===== config.mk =====
export PLATFORM = sky130hd
export DESIGN_NAME = seq_match_ctrl_flat
export DESIGN_NICKNAME = d
export VERILOG_FILES = /design/src/rtl/seq_match_ctrl_if.sv /design/src/rtl/seq_match_ctrl.sv /design/src/flat_wrapper.sv
export SDC_FILE = /design/constraint.sdc
export NUM_CORES = 1
export LEC_CHECK = 0
export CAP_MARGIN = 20
export CORE_MARGIN = 8
export CORE_UTILIZATION = 45
export DETAILED_ROUTE_END_ITERATION = 6
export PLACE_DENSITY = 0.71
export SKIP_CTS_REPAIR_TIMING = 1
export SKIP_LAST_GASP = 1
export SLEW_MARGIN = 10
export SYNTH_ARGS = -nofsm -noshare
export SYNTH_HDL_FRONTEND = slang
export SYNTH_SLANG_ARGS = --single-unit

===== constraint.sdc =====
create_clock -name clk -period 2.45 [get_ports clk]
set_input_delay 0.245 -clock clk [delete_from_list [all_inputs] [get_ports clk]]
set_output_delay 0.245 -clock clk [all_outputs]
set_load 0.05 [all_outputs]

===== src/rtl/seq_match_ctrl_if.sv =====
// Host-side control and serial-input bundle for the programmable sequence matcher.
// The host (or bench) takes the master view; the matcher takes the slave view.
interface seq_match_ctrl_if #(
   parameter int MAXLEN = 8,
   parameter int CNTW   = 8
);
   localparam int LENW = $clog2(MAXLEN) + 1;

   // configuration and sequencing requests
   logic              cfg_we;
   logic [MAXLEN-1:0] cfg_pattern;
   logic [LENW-1:0]   cfg_len;
   logic [CNTW-1:0]   cfg_target;
   logic              start;
   logic              abort;

   // serial input path
   logic              w_valid;
   logic              w;

   // status back to the host
   logic              z;
   logic              busy;
   logic              done;
   logic [CNTW-1:0]   hit_count;
   logic              cfg_err;

   modport master (
      output cfg_we, cfg_pattern, cfg_len, cfg_target, start, abort, w_valid, w,
      input  z, busy, done, hit_count, cfg_err
   );

   modport slave (
      input  cfg_we, cfg_pattern, cfg_len, cfg_target, start, abort, w_valid, w,
      output z, busy, done, hit_count, cfg_err
   );
endinterface


===== src/rtl/seq_match_ctrl.sv =====
// Programmable serial pattern detector with arm/abort sequencing and a hit
// counter. The pattern is matched against a shift history of the accepted
// bits, overlapping matches count, and the block parks in DONE once the
// programmed number of hits is reached (target 0 means run until abort).
module seq_match_ctrl #(
   parameter int MAXLEN = 8,
   parameter int CNTW   = 8
) (
   input  logic              clk,
   input  logic              reset,
   seq_match_ctrl_if.slave   bus
);
   localparam int LENW = $clog2(MAXLEN) + 1;

   typedef enum logic [1:0] {
      IDLE  = 2'd0,
      ARMED = 2'd1,
      DONE  = 2'd2
   } state_t;

   // Bit mask selecting the low len bits of the history/pattern.
   function automatic logic [MAXLEN-1:0] len_mask(input logic [LENW-1:0] len);
      logic [MAXLEN-1:0] m;
      for (int i = 0; i < MAXLEN; i++) begin
         m[i] = (i < int'(len));
      end
      return m;
   endfunction

   // Counter increment that sticks at all-ones instead of wrapping.
   function automatic logic [CNTW-1:0] sat_inc(input logic [CNTW-1:0] v);
      return (&v) ? v : v + 1'b1;
   endfunction

   // registered state
   state_t            r_state;
   logic [MAXLEN-1:0] r_pattern;
   logic [LENW-1:0]   r_len;
   logic [CNTW-1:0]   r_target;
   logic [MAXLEN-1:0] r_hist;
   logic [LENW-1:0]   r_seen;
   logic [CNTW-1:0]   r_hit;
   logic              r_z;
   logic              r_busy;
   logic              r_done;
   logic              r_cfg_err;

   // next-state values
   state_t            w_state_nxt;
   logic [MAXLEN-1:0] w_pattern_nxt;
   logic [LENW-1:0]   w_len_nxt;
   logic [CNTW-1:0]   w_target_nxt;
   logic [MAXLEN-1:0] w_hist_nxt;
   logic [LENW-1:0]   w_seen_nxt;
   logic [CNTW-1:0]   w_hit_nxt;
   logic              w_z_nxt;
   logic              w_busy_nxt;
   logic              w_done_nxt;
   logic              w_cfg_err_nxt;

   // datapath helpers
   logic [MAXLEN-1:0] w_hist_shift;
   logic [LENW:0]     w_seen_p1;
   logic [LENW-1:0]   w_seen_sat;
   logic [MAXLEN-1:0] w_mask;
   logic              w_len_ok;
   logic              w_match;
   logic              w_tgt_hit;

   // History as it would look after shifting in the current bit.
   assign w_hist_shift = {r_hist[MAXLEN-2:0], bus.w};

   // bits_seen is one wider here so the +1 cannot wrap before the compare.
   assign w_seen_p1  = {1'b0, r_seen} + (LENW+1)'(1);
   assign w_seen_sat = (w_seen_p1 >= (LENW+1)'(MAXLEN)) ? LENW'(MAXLEN)
                                                         : w_seen_p1[LENW-1:0];

   // A new length is usable only in 1..MAXLEN.
   assign w_len_ok = (bus.cfg_len != '0) && (bus.cfg_len <= LENW'(MAXLEN));

   // Compare only the low len bits, and only once enough bits have arrived.
   assign w_mask  = len_mask(r_len);
   assign w_match = (w_seen_p1 >= {1'b0, r_len}) &&
                    (((w_hist_shift ^ r_pattern) & w_mask) == '0);

   // This hit would be the one that reaches a non-zero target.
   assign w_tgt_hit = (r_target != '0) &&
                      (({1'b0, r_hit} + (CNTW+1)'(1)) == {1'b0, r_target});

   // Next-state, configuration and output decode.
   always_comb begin
      w_state_nxt   = r_state;
      w_pattern_nxt = r_pattern;
      w_len_nxt     = r_len;
      w_target_nxt  = r_target;
      w_hist_nxt    = r_hist;
      w_seen_nxt    = r_seen;
      w_hit_nxt     = r_hit;
      w_z_nxt       = 1'b0;
      w_cfg_err_nxt = 1'b0;

      // Config writes land only while not armed; a bad length leaves the old
      // config in place. An accepted write also clears the stale hit count.
      if (bus.cfg_we) begin
         if ((r_state == ARMED) || !w_len_ok) begin
            w_cfg_err_nxt = 1'b1;
         end else begin
            w_pattern_nxt = bus.cfg_pattern;
            w_len_nxt     = bus.cfg_len;
            w_target_nxt  = bus.cfg_target;
            w_hit_nxt     = '0;
         end
      end

      case (r_state)
         IDLE, DONE: begin
            // abort outranks start, so a simultaneous pair does nothing here
            if (bus.start && !bus.abort) begin
               if (r_len != '0) begin
                  w_state_nxt = ARMED;
                  w_hist_nxt  = '0;
                  w_seen_nxt  = '0;
                  w_hit_nxt   = '0;
               end else begin
                  w_cfg_err_nxt = 1'b1;
               end
            end
         end
         ARMED: begin
            if (bus.abort) begin
               w_state_nxt = IDLE;
            end else if (bus.w_valid) begin
               w_hist_nxt = w_hist_shift;
               w_seen_nxt = w_seen_sat;
               if (w_match) begin
                  w_z_nxt   = 1'b1;
                  w_hit_nxt = sat_inc(r_hit);
                  if (w_tgt_hit) begin
                     w_state_nxt = DONE;
                  end
               end
            end
         end
         default: begin
            w_state_nxt = IDLE;
         end
      endcase

      w_busy_nxt = (w_state_nxt == ARMED);
      w_done_nxt = (w_state_nxt == DONE);
   end

   // State, configuration, history and output registers.
   always_ff @(posedge clk or posedge reset) begin
      if (reset) begin
         r_state   <= IDLE;
         r_pattern <= '0;
         r_len     <= '0;
         r_target  <= '0;
         r_hist    <= '0;
         r_seen    <= '0;
         r_hit     <= '0;
         r_z       <= 1'b0;
         r_busy    <= 1'b0;
         r_done    <= 1'b0;
         r_cfg_err <= 1'b0;
      end else begin
         r_state   <= w_state_nxt;
         r_pattern <= w_pattern_nxt;
         r_len     <= w_len_nxt;
         r_target  <= w_target_nxt;
         r_hist    <= w_hist_nxt;
         r_seen    <= w_seen_nxt;
         r_hit     <= w_hit_nxt;
         r_z       <= w_z_nxt;
         r_busy    <= w_busy_nxt;
         r_done    <= w_done_nxt;
         r_cfg_err <= w_cfg_err_nxt;
      end
   end

   assign bus.z         = r_z;
   assign bus.busy      = r_busy;
   assign bus.done      = r_done;
   assign bus.hit_count = r_hit;
   assign bus.cfg_err   = r_cfg_err;
endmodule


===== src/flat_wrapper.sv =====
// flat-port wrapper written by rule: the top's interface ports become plain ports
module seq_match_ctrl_flat 
#(
   parameter int MAXLEN = 8,
   parameter int CNTW   = 8
)
  (clk, reset, bus_cfg_we, bus_cfg_pattern, bus_cfg_len, bus_cfg_target, bus_start, bus_abort, bus_w_valid, bus_w, bus_z, bus_busy, bus_done, bus_hit_count, bus_cfg_err);
  seq_match_ctrl_if #(.MAXLEN(MAXLEN), .CNTW(CNTW)) bus_i ();
  input  logic clk;
  input  logic reset;
  input wire logic [$bits(bus_i.cfg_we)-1:0] bus_cfg_we;
  input wire logic [$bits(bus_i.cfg_pattern)-1:0] bus_cfg_pattern;
  input wire logic [$bits(bus_i.cfg_len)-1:0] bus_cfg_len;
  input wire logic [$bits(bus_i.cfg_target)-1:0] bus_cfg_target;
  input wire logic [$bits(bus_i.start)-1:0] bus_start;
  input wire logic [$bits(bus_i.abort)-1:0] bus_abort;
  input wire logic [$bits(bus_i.w_valid)-1:0] bus_w_valid;
  input wire logic [$bits(bus_i.w)-1:0] bus_w;
  output wire logic [$bits(bus_i.z)-1:0] bus_z;
  output wire logic [$bits(bus_i.busy)-1:0] bus_busy;
  output wire logic [$bits(bus_i.done)-1:0] bus_done;
  output wire logic [$bits(bus_i.hit_count)-1:0] bus_hit_count;
  output wire logic [$bits(bus_i.cfg_err)-1:0] bus_cfg_err;
  assign bus_i.cfg_we = bus_cfg_we;
  assign bus_i.cfg_pattern = bus_cfg_pattern;
  assign bus_i.cfg_len = bus_cfg_len;
  assign bus_i.cfg_target = bus_cfg_target;
  assign bus_i.start = bus_start;
  assign bus_i.abort = bus_abort;
  assign bus_i.w_valid = bus_w_valid;
  assign bus_i.w = bus_w;
  assign bus_z = bus_i.z;
  assign bus_busy = bus_i.busy;
  assign bus_done = bus_i.done;
  assign bus_hit_count = bus_i.hit_count;
  assign bus_cfg_err = bus_i.cfg_err;
  seq_match_ctrl #(.MAXLEN(MAXLEN), .CNTW(CNTW)) u_core (.clk(clk), .reset(reset), .bus(bus_i));
endmodule

* After elaboration in Yosys (flattened, before gate mapping)
Index checks and enable logic that the tools add are counted.
** Storage, ports and cells
- Flip-flop bits (word level) :: 45
- Input port bits :: 27
- Output and inout port bits :: 12
- Logic and storage cells :: 91
** Cells by class
- $add $sub $neg :: 3
- $lt $le $gt $ge :: 11
- Equality and inequality tests :: 10
- Multiplexer cells :: 36
- Bitwise logic cells :: 3
- Reduce and logical (&&, ||, !) cells :: 17
** Operators with widths (number)
- 8-bit 2-to-1 mux :: 8
- 7-bit 2-to-1 mux :: 4
- 4-bit 2-to-1 mux :: 5
- 3-bit by 4-bit less-than comparator with 1-bit output, first input constant :: 4
- 8-bit one-hot mux with 2 select lines :: 1
- 7-bit one-hot mux with 2 select lines :: 1
- 2-bit 2-to-1 mux :: 6
- 8-bit by 1-bit adder with 9-bit output, second input constant :: 1
- 9-bit by 8-bit == test with 1-bit output :: 1
- 1-bit 2-to-1 mux :: 9
- 8-bit by 1-bit adder with 8-bit output, second input constant :: 1
- 8-bit AND :: 1
- 8-bit logical NOT :: 1
- 1-bit by 4-bit less-than comparator with 1-bit output, first input constant :: 2
- 2-bit by 4-bit less-than comparator with 1-bit output, first input constant :: 2
- 4-bit one-hot mux with 2 select lines :: 1
- 8-bit AND reduction :: 1
- 4-bit nonzero test :: 2
- 8-bit nonzero test :: 1
- 8-bit XOR :: 1
- 4-bit by 1-bit adder with 5-bit output, second input constant :: 1
- 5-bit by 4-bit >= comparator with 1-bit output :: 1
- 5-bit by 4-bit >= comparator with 1-bit output, second input constant :: 1
- 5-bit != test, second input constant :: 1
- 15 further kinds :: 23

* Depth between registers and ports, before layout
Gate-level depths: netlist of the first run.
- Depth in word-level cells :: 10
- Depth in mapped cells :: 11

* Worst setup path after synthesis of the first run
OpenSTA, ideal clock, no wires.
- Path kind :: register to register
- Start point :: reg u_core.r_seen[2]
- End point :: reg u_core.r_hit[3], in the netlist u_core.bus.hit_count[3]
- Library setup time :: 0.120 ns
- Data arrival time :: 2.279 ns
- Setup slack :: 0.051 ns
- Stages on the path, launching flop included :: 12
- Period minus slack after synthesis :: 2.399 ns
- Path through :: dfrtp_1 -> clkbuf_1 -> nand3_1 -> xnor2_1 -> inv_1 -> ha_1 -> o21ai_0 -> o21ai_0 -> nand4_4 -> or2_0 -> buf_2 -> a31o_1
** Between the ends
- Longest elaborated chain between the ends :: 7
- Elaborated cells between the ends (all ways) :: 8
- Those cells by class :: add/sub (1); order compare (1); eq/ne (1); mux (4); reduce/logical (1)
** Ends and longest elaborated chain
- start, declared :: line seq_match_ctrl.sv:41 : logic [LENW-1:0] r_seen;
- start signal, assigned :: line seq_match_ctrl.sv:173 : r_seen <= w_seen_nxt;
- 4-bit by 1-bit adder with 5-bit output * :: line seq_match_ctrl.sv:74 : assign w_seen_p1 = {1'b0, r_seen} + (LENW+1)'(1);
- 5-bit by 4-bit >= comparator with 1-bit output * :: line seq_match_ctrl.sv:83 : assign w_match = (w_seen_p1 >= {1'b0, r_len}) &&
- 1-bit logical AND * :: line seq_match_ctrl.sv:83
- 8-bit 2-to-1 mux :: line seq_match_ctrl.sv:135 : if (w_match) begin
- 8-bit 2-to-1 mux :: line seq_match_ctrl.sv:132 : end else if (bus.w_valid) begin
- 8-bit 2-to-1 mux :: line seq_match_ctrl.sv:130 : if (bus.abort) begin
- 8-bit one-hot mux with 2 select lines :: line seq_match_ctrl.sv:115 : case (r_state)
- end signal, assigned :: line seq_match_ctrl.sv:174 : r_hit <= w_hit_nxt;
- end, declared :: line seq_match_ctrl.sv:42 : logic [CNTW-1:0] r_hit;
Mark *: on every way between the ends. The rest lies on a longest branch, timed or not.
A chain may end at the register's enable or synchronous reset.

* Worst setup path after layout of the first run
- Start point :: reg u_core.r_seen[0]
- End point :: reg u_core.r_hit[2], in the netlist u_core.bus.hit_count[2]
Same word-level chain as after synthesis.

==> impl_results.md, run 1 <==
- Cell Count Post-Placement: roughly 360
- Path type of the worst setup path: reg -> reg
- Layout cells sized above 1: 12.4%
- Met1 Usage GRT: 19.5%
- Initial Utilization: 46.1%
- Leading register cell type out of synthesis: sky130_fd_sc_hd__dfrtp_1
- Met2 usage: between 20% and 30%
- Post-detailed-route DRC marker count: 0
- Std-Cell Core Area: 0.00544 sq mm
- Final core utilization: 56.8%
- Final setup skew: approximately 14 ps
- Layout net count: 332
- Sinks on Clock Net: 45
- Synth Cell Area: 0.00251 sq mm
- Setup repair after global routing missed its margin: no
- Outcome: finished clean
- Synth cell count leaders: 45 x sky130_fd_sc_hd__dfrtp_1, 24 x sky130_fd_sc_hd__nand2_1, 19 x sky130_fd_sc_hd__mux2_2, 18 x sky130_fd_sc_hd__inv_1, 18 x sky130_fd_sc_hd__o21ai_0
- Die area: slightly above 0.008 sq mm
- EDFF count, synth: 0
- Clock input transition at the sequential cells of the worst setup and hold paths: ~90 ps
- Number of search-and-repair iterations in the first detailed-routing pass: 5
- Min Clock Period, post-route: 2330 ps
- Clk_lat worst skew: 300 ps
- Portion of the post-synthesis area used by sequential elements: between 40% and 50%
- # H-tree levels: 2
- Global route hottest layer: met2
- Final count of pins violating max slew: 0
- Synthesized Nets: 287
- Die Width: between 90 and 100 um
- Synth cell types: 52
- N_diodes: 0
- Top cells by area, synth: sky130_fd_sc_hd__dfrtp_1 45%, sky130_fd_sc_hd__mux2_2 8.5%, sky130_fd_sc_hd__xor2_1 3.8%
- Count of input and output buffers: 38
- Cell with the most instances after synthesis: sky130_fd_sc_hd__dfrtp_1
- Total track usage: 14.1%
- Share of async-settable or async-resettable flops after synthesis: between 90% and 100%
- Data required time at the worst endpoint: 2630 ps
- Total vias in the final route: 2059
- Die height: 90.7 um
- FF-to-FF setup slack: 120 ps
- Detail Route Antenna Nets: 0
- Actual slew at the worst max-slew pin: 679 ps
- Count of yosys warnings during synthesis: 0
- Top achievable clock speed: 0.428 GHz
- Post-synth top area cell: sky130_fd_sc_hd__dfrtp_1
- Power per Cell Area: 689 mW/mm^2
- Post-Route WL: 5580 um
- Average detailed-routed wire length per instance: 15.1 um
- Via density per instance: 5.55
- Max-capacitance violation count: 0
- Vias in the first global route: 2039
- IO Pins: 39
- Sum of overflow across all layers after global routing: 0
- Synthesis-stage register bit count: 45
- P_leak: roughly 1.3 nW
- CP Capture Type: flip-flop
- Pin count of the biggest net entering global routing: between 40 and 50
- Post-synthesis average cell area: 9.88 sq um
- Top-area cell type share of the netlist area: 44.9%
- Post-synthesis instance total: roughly 250
- Post-route clock period utilization: 95.3%
- Number of clock buffers inserted by TritonCTS: 5
- Clock Tree Buf Depth: 2
- Number of failing setup endpoints in the final timing report: 0
- Slew Limit Headroom: 54.6%
- Fin cells: 371
- Area added between synthesis and finish: 23.1%
- Hold Violations, Final: 0
- GR Layer Usage met3: 3.74%
- Clock tree from TritonCTS: built
- Iteration-0 DRC count of the detailed router: 176
- Highest net fanout along the worst path: 6
- Final weighted congestion in routability-driven placement: approximately 0.9
- Fin Setup TNS: 0 ps
- Maximum vdd drop: 0.000404 V
- First-pass GRT wire length: 9720 um
- Sum of net half-perimeters after detailed placement: around 4300 um
- Hold crit path type: in -> async
- Clock root buffer: sky130_fd_sc_hd__clkbuf_8
- Number of standard-cell rows in the floorplan: 27
- Nature of the critical path startpoint: flip-flop
- Critical path arrival: 2520 ps
- Number of antenna violations at the first check in global routing: 0
[state kept, by name (all words and copies together) (netlist names), 2 cells and up]
name	count
u_core.r_target	8
u_core.r_pattern	8
u_core.r_len	4
u_core.r_hist	7
u_core.r_seen	4
u_core.r_state	2
u_core.bus.hit_count	8
[area by class of cell]
| type | instances | area [sq um] |
|---|---|---|
| Clock buffer | 6 | 82.6 |
| Clock inverter | 1 | 7.51 |
| Fill cell | 472 | 2350 |
| Inverter | 18 | 67.6 |
| Multi-Input combinational cell | 185 | 1290 |
| Sequential cell | 45 | 1130 |
| Tap cell | 72 | 90.1 |
| Timing Repair Buffer | 44 | 425 |
[power breakdown]
part,switching [W],total (W),internal (W),leakage [nW]
registers,0.000143,0.00101,0.000869,0.580
clock network,0.000252,0.000475,0.000223,0.0433
logic,0.000313,0.000640,0.000328,0.664
[cell families after synthesis]
family          after synthesis  share of synthesized area (%)
mux                          20                           8.92
compound gates               62                           16.0
simple gates                 77                           16.6
buf+inv                      24                           3.69
fa+ha+maj                     6                           2.99
xor+xnor                     20                           6.98
flops                        45                           44.9
[layout by cell type (no fill, tap or decap), types with 7 or more instances in the layout]
cell type                         instances
sky130_fd_sc_hd__dfrtp_1                 45
sky130_fd_sc_hd__mux2_2                  19
sky130_fd_sc_hd__nor2b_1                  7
sky130_fd_sc_hd__inv_1                   17
sky130_fd_sc_hd__xnor2_1                  9
sky130_fd_sc_hd__o21ai_0                 18
sky130_fd_sc_hd__nand2_1                 24
sky130_fd_sc_hd__nor2_1                   7
sky130_fd_sc_hd__a21oi_1                  9
sky130_fd_sc_hd__nand3_1                 10
sky130_fd_sc_hd__clkdlybuf4s50_1         38
sky130_fd_sc_hd__xor2_1                  11
[per-stage QoR]
stage	area (sq um)	total power [W]	setup WS (ps)	hold slack [ps]
after detailed placement	3000	0.00167	110	508
final	3090	0.00213	116	393
after floorplan	2510	0.00145	51.4	362
after CTS	3090	0.00214	71.2	407
after global routing	3090	0.00226	6.16	465
after global placement	3000	0.00165	120	505
[per-layer routing]
layer  wire length [um]  up-vias
met5                  0        -
met4                 55        0
met3                327        4
met2               2510       55
met1               2700     1003
li1                   -      997
[worst paths after layout]
kind / from / end / depth (start not counted)
setup / recovery: u_core.r_seen[0] / u_core.bus.hit_count[2] / 9
hold / removal: reset / u_core.r_target[7] / 3
setup reg to reg: u_core.r_seen[0] / u_core.bus.hit_count[2] / 9
hold reg to reg: u_core.r_hist[3] / u_core.r_hist[3] / 2
max in group asynchronous: reset / u_core.bus.z / 3
min in group clk: u_core.r_hist[3] / u_core.r_hist[3] / 2
[critical path: stages, from the launching register on]
cell,delay [ps]
sky130_fd_sc_hd__dfrtp_1,430
sky130_fd_sc_hd__ha_1,300
sky130_fd_sc_hd__xor2_1,180
sky130_fd_sc_hd__ha_1,290
sky130_fd_sc_hd__o21ai_0,70
sky130_fd_sc_hd__o21ai_0,150
sky130_fd_sc_hd__buf_4,150
sky130_fd_sc_hd__nand4_4,90
sky130_fd_sc_hd__or2_1,310
sky130_fd_sc_hd__a31o_1,240
(Power assumes the default switching activity.)
==> inputs of run 2 (changes only) <==
--- a/config.mk
+++ b/config.mk
@@ -6,7 +6,7 @@
 export NUM_CORES = 1
 export LEC_CHECK = 0
 export CAP_MARGIN = 20
-export CORE_MARGIN = 8
+export CORE_MARGIN = 2
 export CORE_UTILIZATION = 45
 export DETAILED_ROUTE_END_ITERATION = 6
 export PLACE_DENSITY = 0.71
==> run 2 against run 1 <==
Against the previous run:
- sequential share of layout area shrank 0.57 points
- worst hold slack lost 79 ps
- highest routed layer unchanged
- critical path depth grew 1
- critical endpoint unchanged
- total power grew 0.71%
==> impl_results.md, run 2 (synthesis gave the netlist of run 1 again) <==
- Total vias in the final route: 2097 (was 2059)
- Max incr delay on CP: 410 ps (was 430 ps)
- Worst slack at placement: 174 ps (was 110 ps)
- Std-Cell Core Area: 0.00544 sq mm (unchanged)
- Nature of the critical path startpoint: flip-flop (unchanged)
- Sinks on Clock Net: 45 (unchanged)
- Commonest non-fill, non-tap cell in the layout: sky130_fd_sc_hd__dfrtp_1 (unchanged)
- Number of buffer and inverter stages on the critical path: 2 (was 1)
- Iteration-0 DRC count of the detailed router: 139 (was 176)
- Final core utilization: 57.7% (was 56.8%)
- Layout net count: 335 (was 332)
- Number of fillers in the final layout: 479 (was 472)
- Number of search-and-repair iterations in the first detailed-routing pass: 5 (unchanged)
- Average detailed-routed wire length per instance: 14.3 um (was 15.1 um)
- Cell Area, Placed: 0.00303 sq mm (was 0.00300 sq mm)
- Top Family by Delay on Critical Path: simple AND/OR/NAND/NOR gates (was adder cells)
- Slowest library cell on the worst path: sky130_fd_sc_hd__dfrtp_1 (unchanged)
- # H-tree levels: 2 (unchanged)
- Share of total power in sequential cells: 47.1% (was 47.6%)
- Critical path, cell by cell: nand3_1, xnor2_2, inv_1, ha_1, o21ai_0, o21ai_0, buf_4, nand4_4, or2_1, a31o_1 (was ha_1, xor2_1, ha_1, o21ai_0, o21ai_0, buf_4, nand4_4, or2_1, a31o_1)
- Reported net switching power: 0.000725 W (was 0.000708 W)
- IO Pins: 39 (unchanged)
- Min Clock Period, post-route: 2280 ps (was 2330 ps)
- Max-capacitance violation count: 0 (unchanged)
- Number of failing setup endpoints in the final timing report: 0 (unchanged)
- CP Capture Type: flip-flop (unchanged)
- Power per Cell Area: 683 mW/mm^2 (was 689 mW/mm^2)
- Fin Setup TNS: 0 ps (unchanged)
- Combinational power share: 31.1% (was 30.1%)
- Sum of overflow across all layers after global routing: 0 (unchanged)
- Post-route standard cell area excluding fillers: 0.00314 sq mm (was 0.00309 sq mm)
- Via density per instance: 5.59 (was 5.55)
- Clock input transition at the sequential cells of the worst setup and hold paths: 90 ps (about the same)
- Number of clock buffers inserted by TritonCTS: 5 (unchanged)
- Count of input and output buffers: 38 (unchanged)
- Least setup slack across all paths after layout: 168 ps (was 116 ps)
- Clock root buffer: sky130_fd_sc_hd__clkbuf_8 (unchanged)
- Critical path arrival: 2480 ps (was 2520 ps)
- Top achievable clock speed: 0.438 GHz (was 0.428 GHz)
- Die area: 0.00619 sq mm (was 0.00822 sq mm)
- Highest net fanout along the worst path: 6 (unchanged)
- Hold Violations, Final: 0 (unchanged)
- Number of standard-cell rows in the floorplan: 27 (unchanged)
- Die height: 78.7 um (was 90.7 um)
- Vias in the first global route: 1935 (was 2039)
- Layout cells sized above 1: 14.5% (was 12.4%)
- Slew Limit Headroom: 42.8% (was 54.6%)
- Global route hottest layer: met2 (unchanged)
- Final setup skew: 5.25 ps (was 13.6 ps)
- Number of antenna violations at the first check in global routing: 0 (unchanged)
- Detail Route Antenna Nets: 0 (unchanged)
- Clock power share: 21.8% (was 22.3%)
- Most frequent cells in the layout: 45 x sky130_fd_sc_hd__dfrtp_1, 38 x sky130_fd_sc_hd__clkdlybuf4s50_1, 24 x sky130_fd_sc_hd__nand2_1, 19 x sky130_fd_sc_hd__mux2_2, 18 x sky130_fd_sc_hd__o21ai_0 (unchanged)
- Hold crit path type: in -> async (unchanged)
- Die Width: 78.7 um (was 90.7 um)
- Post-route clock period utilization: 93.1% (was 95.3%)
- Sum of net half-perimeters after detailed placement: 4150 um (was 4300 um)
- Area added between synthesis and finish: 25.1% (was 23.1%)
- GR Layer Usage met3: 2.53% (was 3.74%)
- Initial Utilization: 46.1% (unchanged)
- Data required time at the worst endpoint: 2640 ps (was 2630 ps)
- P_leak: 1.31 nW (was 1.29 nW)
- Final count of pins violating max slew: 0 (unchanged)
- Post-Route WL: 5380 um (was 5580 um)
- Clk_lat worst skew: 300 ps (about the same)
- Met1 Usage GRT: 27.5% (was 19.5%)
- Most prevalent standard cell on the critical path: sky130_fd_sc_hd__o21ai_0
- Clock tree from TritonCTS: built (unchanged)
- Outcome: finished clean (unchanged)
- Final weighted congestion in routability-driven placement: 0.880 (was 0.891)
- Maximum vdd drop: 0.000415 V (was 0.000404 V)
- Fraction of power spent switching nets: 33.8% (was 33.3%)
- Pin count of the biggest net entering global routing: 25 (was 46)
- Total track usage: 18.9% (was 14.1%)
- Path type of the worst setup path: reg -> reg (unchanged)
- Clock Tree Buf Depth: 2 (unchanged)
- First-pass GRT wire length: 9180 um (was 9720 um)
- N_diodes: 0 (unchanged)
- Met2 usage: 29.1% (was 20.9%)
- Post-detailed-route DRC marker count: 0 (unchanged)
- Cell internal pwr: 0.00142 W (about the same)
- Actual slew at the worst max-slew pin: 853 ps (was 679 ps)
==> run 2: area by class of cell <==
| cell class | instances | area (sq um) | share of cell area [%] |
|---|---|---|---|
| clock buffers | 5 | 68.8 | 2.19 |
| clock inverters | 3 | 21.3 | 0.678 |
| inverters | 18 | 67.6 | 2.15 |
| multi-input cells | 185 | 1310 | 41.6 |
| flip-flops and latches | 45 | 1130 | 35.9 |
| well taps | 72 | 90.1 | 2.87 |
| repair buffers | 47 | 460 | 14.7 |
==> run 2: power groups by stage <==
stage | sequential (W) | clock (W) | combinational, W
2_1_floorplan | 0.00101 | 0 | 0.000444
3_3_place_gp | 0.00102 | 0 | 0.000641
3_5_place_dp | 0.00102 | 0 | 0.000648
4_1_cts | 0.00101 | 0.000480 | 0.000656
5_1_grt | 0.00103 | 0.000508 | 0.000742
6_report | 0.00101 | 0.000467 | 0.000665
==> run 2: through the flow <==
stage | hold WS, ps | cells | total power, W
finish | 314 | 375 | 0.00214
global route | 383 | 375 | 0.00228
CTS | 339 | 374 | 0.00214
detailed placement | 520 | 366 | 0.00167
global placement | 509 | 366 | 0.00166
floorplan | 362 | 254 | 0.00145
==> run 2: worst paths after layout <==
path	from	to	slack (ps)	depth (start not counted)
worst max register to register	u_core.r_seen[0]	u_core.bus.hit_count[2]	170	10
worst max-delay path	u_core.r_seen[0]	u_core.bus.hit_count[2]	170	10
max in group asynchronous	reset	u_core.r_seen[0]	1610	3
worst min-delay path	reset	u_core.bus.hit_count[3]	310	2
worst min register to register	u_core.r_seen[0]	u_core.r_seen[0]	520	1
min in group clk	u_core.r_seen[0]	u_core.r_seen[0]	520	1
==> run 2: per-layer routing <==
layer | up-vias | routed length, um | share of wire [%]
met5 | - | 0 | 0
met4 | 0 | 68 | 1.3
met3 | 4 | 314 | 5.8
met2 | 69 | 2410 | 45
met1 | 1019 | 2590 | 48
li1 | 1005 | - | -
==> inputs of run 3 (changes only) <==
--- a/config.mk
+++ b/config.mk
@@ -9,7 +9,7 @@
 export CORE_MARGIN = 2
 export CORE_UTILIZATION = 45
 export DETAILED_ROUTE_END_ITERATION = 6
-export PLACE_DENSITY = 0.71
+export PLACE_DENSITY = 0.69
 export SKIP_CTS_REPAIR_TIMING = 1
 export SKIP_LAST_GASP = 1
 export SLEW_MARGIN = 10
==> constraint.sdc (replaced) <==
create_clock -name clk -period 2.2 [get_ports clk]
set_input_delay 0.22 -clock clk [delete_from_list [all_inputs] [get_ports clk]]
set_output_delay 0.22 -clock clk [all_outputs]
set_load 0.05 [all_outputs]
==> run 3 against run 2 <==
Against the previous run:
- first-iteration DRC count decreased by 17%
- count of clock-buffer cells in the layout rose by 1
- critical path depth decreased by 3
- sequential cell count unchanged
- clock skew down 0.90 ps
- largest power group unchanged
- highest routed layer unchanged
- combinational power increased by 13%
- largest cell class unchanged
- maximum frequency rose by 5.8%
- via count shrank 2.3%
- die area is the same
- routed wire length up 0.80%
==> impl_results.md, run 3 (synthesis gave the netlist of run 1 again) <==
- Post-route clock period utilization: 98.0% (was 93.1%)
- Pin count of the biggest net entering global routing: 30 (was 25)
- Post-Route WL: 5420 um (was 5380 um)
- Total vias in the final route: 2049 (was 2097)
- Die area: 0.00619 sq mm (unchanged)
- Final count of pins violating max slew: 0 (unchanged)
- Commonest non-fill, non-tap cell in the layout: sky130_fd_sc_hd__dfrtp_1 (unchanged)
- First-pass GRT wire length: 9340 um (was 9180 um)
- Hold crit path type: in -> async (unchanged)
- Sum of net half-perimeters after detailed placement: 4150 um (about the same)
- Most frequent cells in the layout: 44 x sky130_fd_sc_hd__dfrtp_1, 38 x sky130_fd_sc_hd__clkdlybuf4s50_1, 24 x sky130_fd_sc_hd__nand2_1, 19 x sky130_fd_sc_hd__mux2_2 (was 45 x sky130_fd_sc_hd__dfrtp_1, 38 x sky130_fd_sc_hd__clkdlybuf4s50_1, 24 x sky130_fd_sc_hd__nand2_1, 19 x sky130_fd_sc_hd__mux2_2, 18 x sky130_fd_sc_hd__o21ai_0)
- FF-to-FF setup slack: 40 ps (was 170 ps)
- Area added between synthesis and finish: 30.3% (was 25.1%)
- Post-detailed-route DRC marker count: 0 (unchanged)
- Hold Violations, Final: 0 (unchanged)
- Maximum vdd drop: 0.000519 V (was 0.000415 V)
- Clock Tree Buf Depth: 2 (unchanged)
- Iteration-0 DRC count of the detailed router: 115 (was 139)
- Average detailed-routed wire length per instance: 14.2 um (was 14.3 um)
- P_leak: 1.37 nW (was 1.31 nW)
- Top achievable clock speed: 0.464 GHz (was 0.438 GHz)
- Final setup skew: 4.34 ps (was 5.25 ps)
- Path type of the worst setup path: reg -> reg (unchanged)
- Highest net fanout along the worst path: 4 (was 6)
- N_diodes: 0 (unchanged)
- Layout cells sized above 1: 18.4% (was 14.5%)
- Total track usage: 19.1% (was 18.9%)
- Cell Area, Placed: 0.00310 sq mm (was 0.00303 sq mm)
- Critical path arrival: 2350 ps (was 2480 ps)
- Number of standard-cell rows in the floorplan: 27 (unchanged)
- Data required time at the worst endpoint: 2390 ps (was 2640 ps)
- Final weighted congestion in routability-driven placement: 0.849 (was 0.880)
- Max-capacitance violation count: 0 (unchanged)
- Layout net count: 342 (was 335)
- Clock root buffer: sky130_fd_sc_hd__clkbuf_8 (unchanged)
- Std-Cell Core Area: 0.00544 sq mm (unchanged)
- Sinks on Clock Net: 45 (unchanged)
- Initial Utilization: 46.1% (unchanged)
- Post-route standard cell area excluding fillers: 0.00327 sq mm (was 0.00314 sq mm)
- Number of failing setup endpoints in the final timing report: 0 (unchanged)
- Actual slew at the worst max-slew pin: 672 ps (was 853 ps)
- # H-tree levels: 2 (unchanged)
- Detail Route Antenna Nets: 0 (unchanged)
- Number of search-and-repair iterations in the first detailed-routing pass: 4 (was 5)
- Critical path, cell by cell: buf_4, or4_1, nand2_1, o211a_1, nand4_4, or2_4, a31o_1 (was nand3_1, xnor2_2, inv_1, ha_1, o21ai_0, o21ai_0, buf_4, nand4_4, or2_1, a31o_1)
- Setup repair after global routing missed its margin: yes
- Slew Limit Headroom: 54.9% (was 42.8%)
- Slowest library cell on the worst path: sky130_fd_sc_hd__or4_1 (was sky130_fd_sc_hd__dfrtp_1)
- Nature of the critical path startpoint: flip-flop (unchanged)
- Number of clock buffers inserted by TritonCTS: 5 (unchanged)
- Power per Cell Area: 761 mW/mm^2 (was 683 mW/mm^2)
- FF-to-FF End: u_core.bus.hit_count[3] (was u_core.bus.hit_count[2])
- R2R Path Start: u_core.r_len[3] (was u_core.r_seen[0])
- Die height: 78.7 um (unchanged)
- Clock input transition at the sequential cells of the worst setup and hold paths: 80 ps (was 90 ps)
- Min Clock Period, post-route: 2160 ps (was 2280 ps)
- Cells on worst reg2reg path: 7 (was 10)
- Sum of overflow across all layers after global routing: 0 (unchanged)
- Clock tree from TritonCTS: built (unchanged)
- CP Capture Type: flip-flop (unchanged)
- Max incr delay on CP: 600 ps (was 410 ps)
- Vias in the first global route: 1925 (was 1935)
- Outcome: finished clean (unchanged)
- Clk_lat worst skew: 300 ps (about the same)
- IO Pins: 39 (unchanged)
- Count of input and output buffers: 38 (unchanged)
- Via density per instance: 5.36 (was 5.59)
- Die Width: 78.7 um (unchanged)
- Number of antenna violations at the first check in global routing: 0 (unchanged)
- Power consumption: 0.00249 W (was 0.00214 W)
## run 3: critical path: cells and delay by family (launching register included)
kind | cells | cell delay [ps]
AO/OA/AOI/OAI | 2 | 420
AND/OR/NAND/NOR | 4 | 1080
buffers and inverters | 1 | 150
flip-flops | 1 | 410
## run 3: through the flow
stage / hold slack, ps / utilization [%] / std cells / setup WS [ps] / setup TNS, ps
2_1_floorplan: 337 / - / 254 / -0.741 / -0.741
3_3_place_gp: 508 / 57.0 / 372 / -9.89 / -11.1
3_5_place_dp: 515 / 57.0 / 372 / -27.3 / -51.9
4_1_cts: 247 / 59.1 / 380 / -23.0 / -47.6
5_1_grt: 269 / 60.1 / 382 / -81.8 / -425
6_report: 235 / 60.1 / 382 / 43.5 / 0
## run 3: final cells by class
class	instances	area, sq um
clock buffers	6	72.6
well taps	72	90.1
multi-input cells	185	1340
inverters	18	67.6
clock inverters	2	38.8
flip-flops and latches	45	1130
repair buffers	54	533
fillers	485	2170
## run 3: power by group
part	leakage (nW)	internal, W	switching, W
Clock	0.0554	0.000341	0.000282
Combinational	0.736	0.000386	0.000365
Sequential	0.578	0.000968	0.000146
Total	1.37	0.00170	0.000792
## run 3: per-layer routing
layer	wire length [um]	vias to the layer above	part of all wire (%)	track usage, %
met5	0	-	0	0
met4	69	0	1.3	5.44
met3	166	8	3.1	3.91
met2	2440	33	45	29.1
met1	2750	989	51	27.7
li1	-	1019	-	-
## run 3: worst max-delay path by stage
| stage | slack (ps) | depth (start not counted) | from | to |
|---|---|---|---|---|
| after CTS | -20 | 6 | u_core.r_len[3] | u_core.bus.hit_count[5] |
| after global routing | -80 | 7 | u_core.r_len[2] | u_core.bus.hit_count[1] |
| after detailed placement | -30 | 6 | u_core.r_len[3] | u_core.bus.hit_count[5] |
| final | 40 | 7 | u_core.r_len[3] | u_core.bus.hit_count[3] |
| after floorplan | -0.7 | 11 | u_core.r_seen[2] | u_core.bus.hit_count[3] |
| after global placement | -10 | 6 | u_core.r_len[3] | u_core.bus.hit_count[4] |
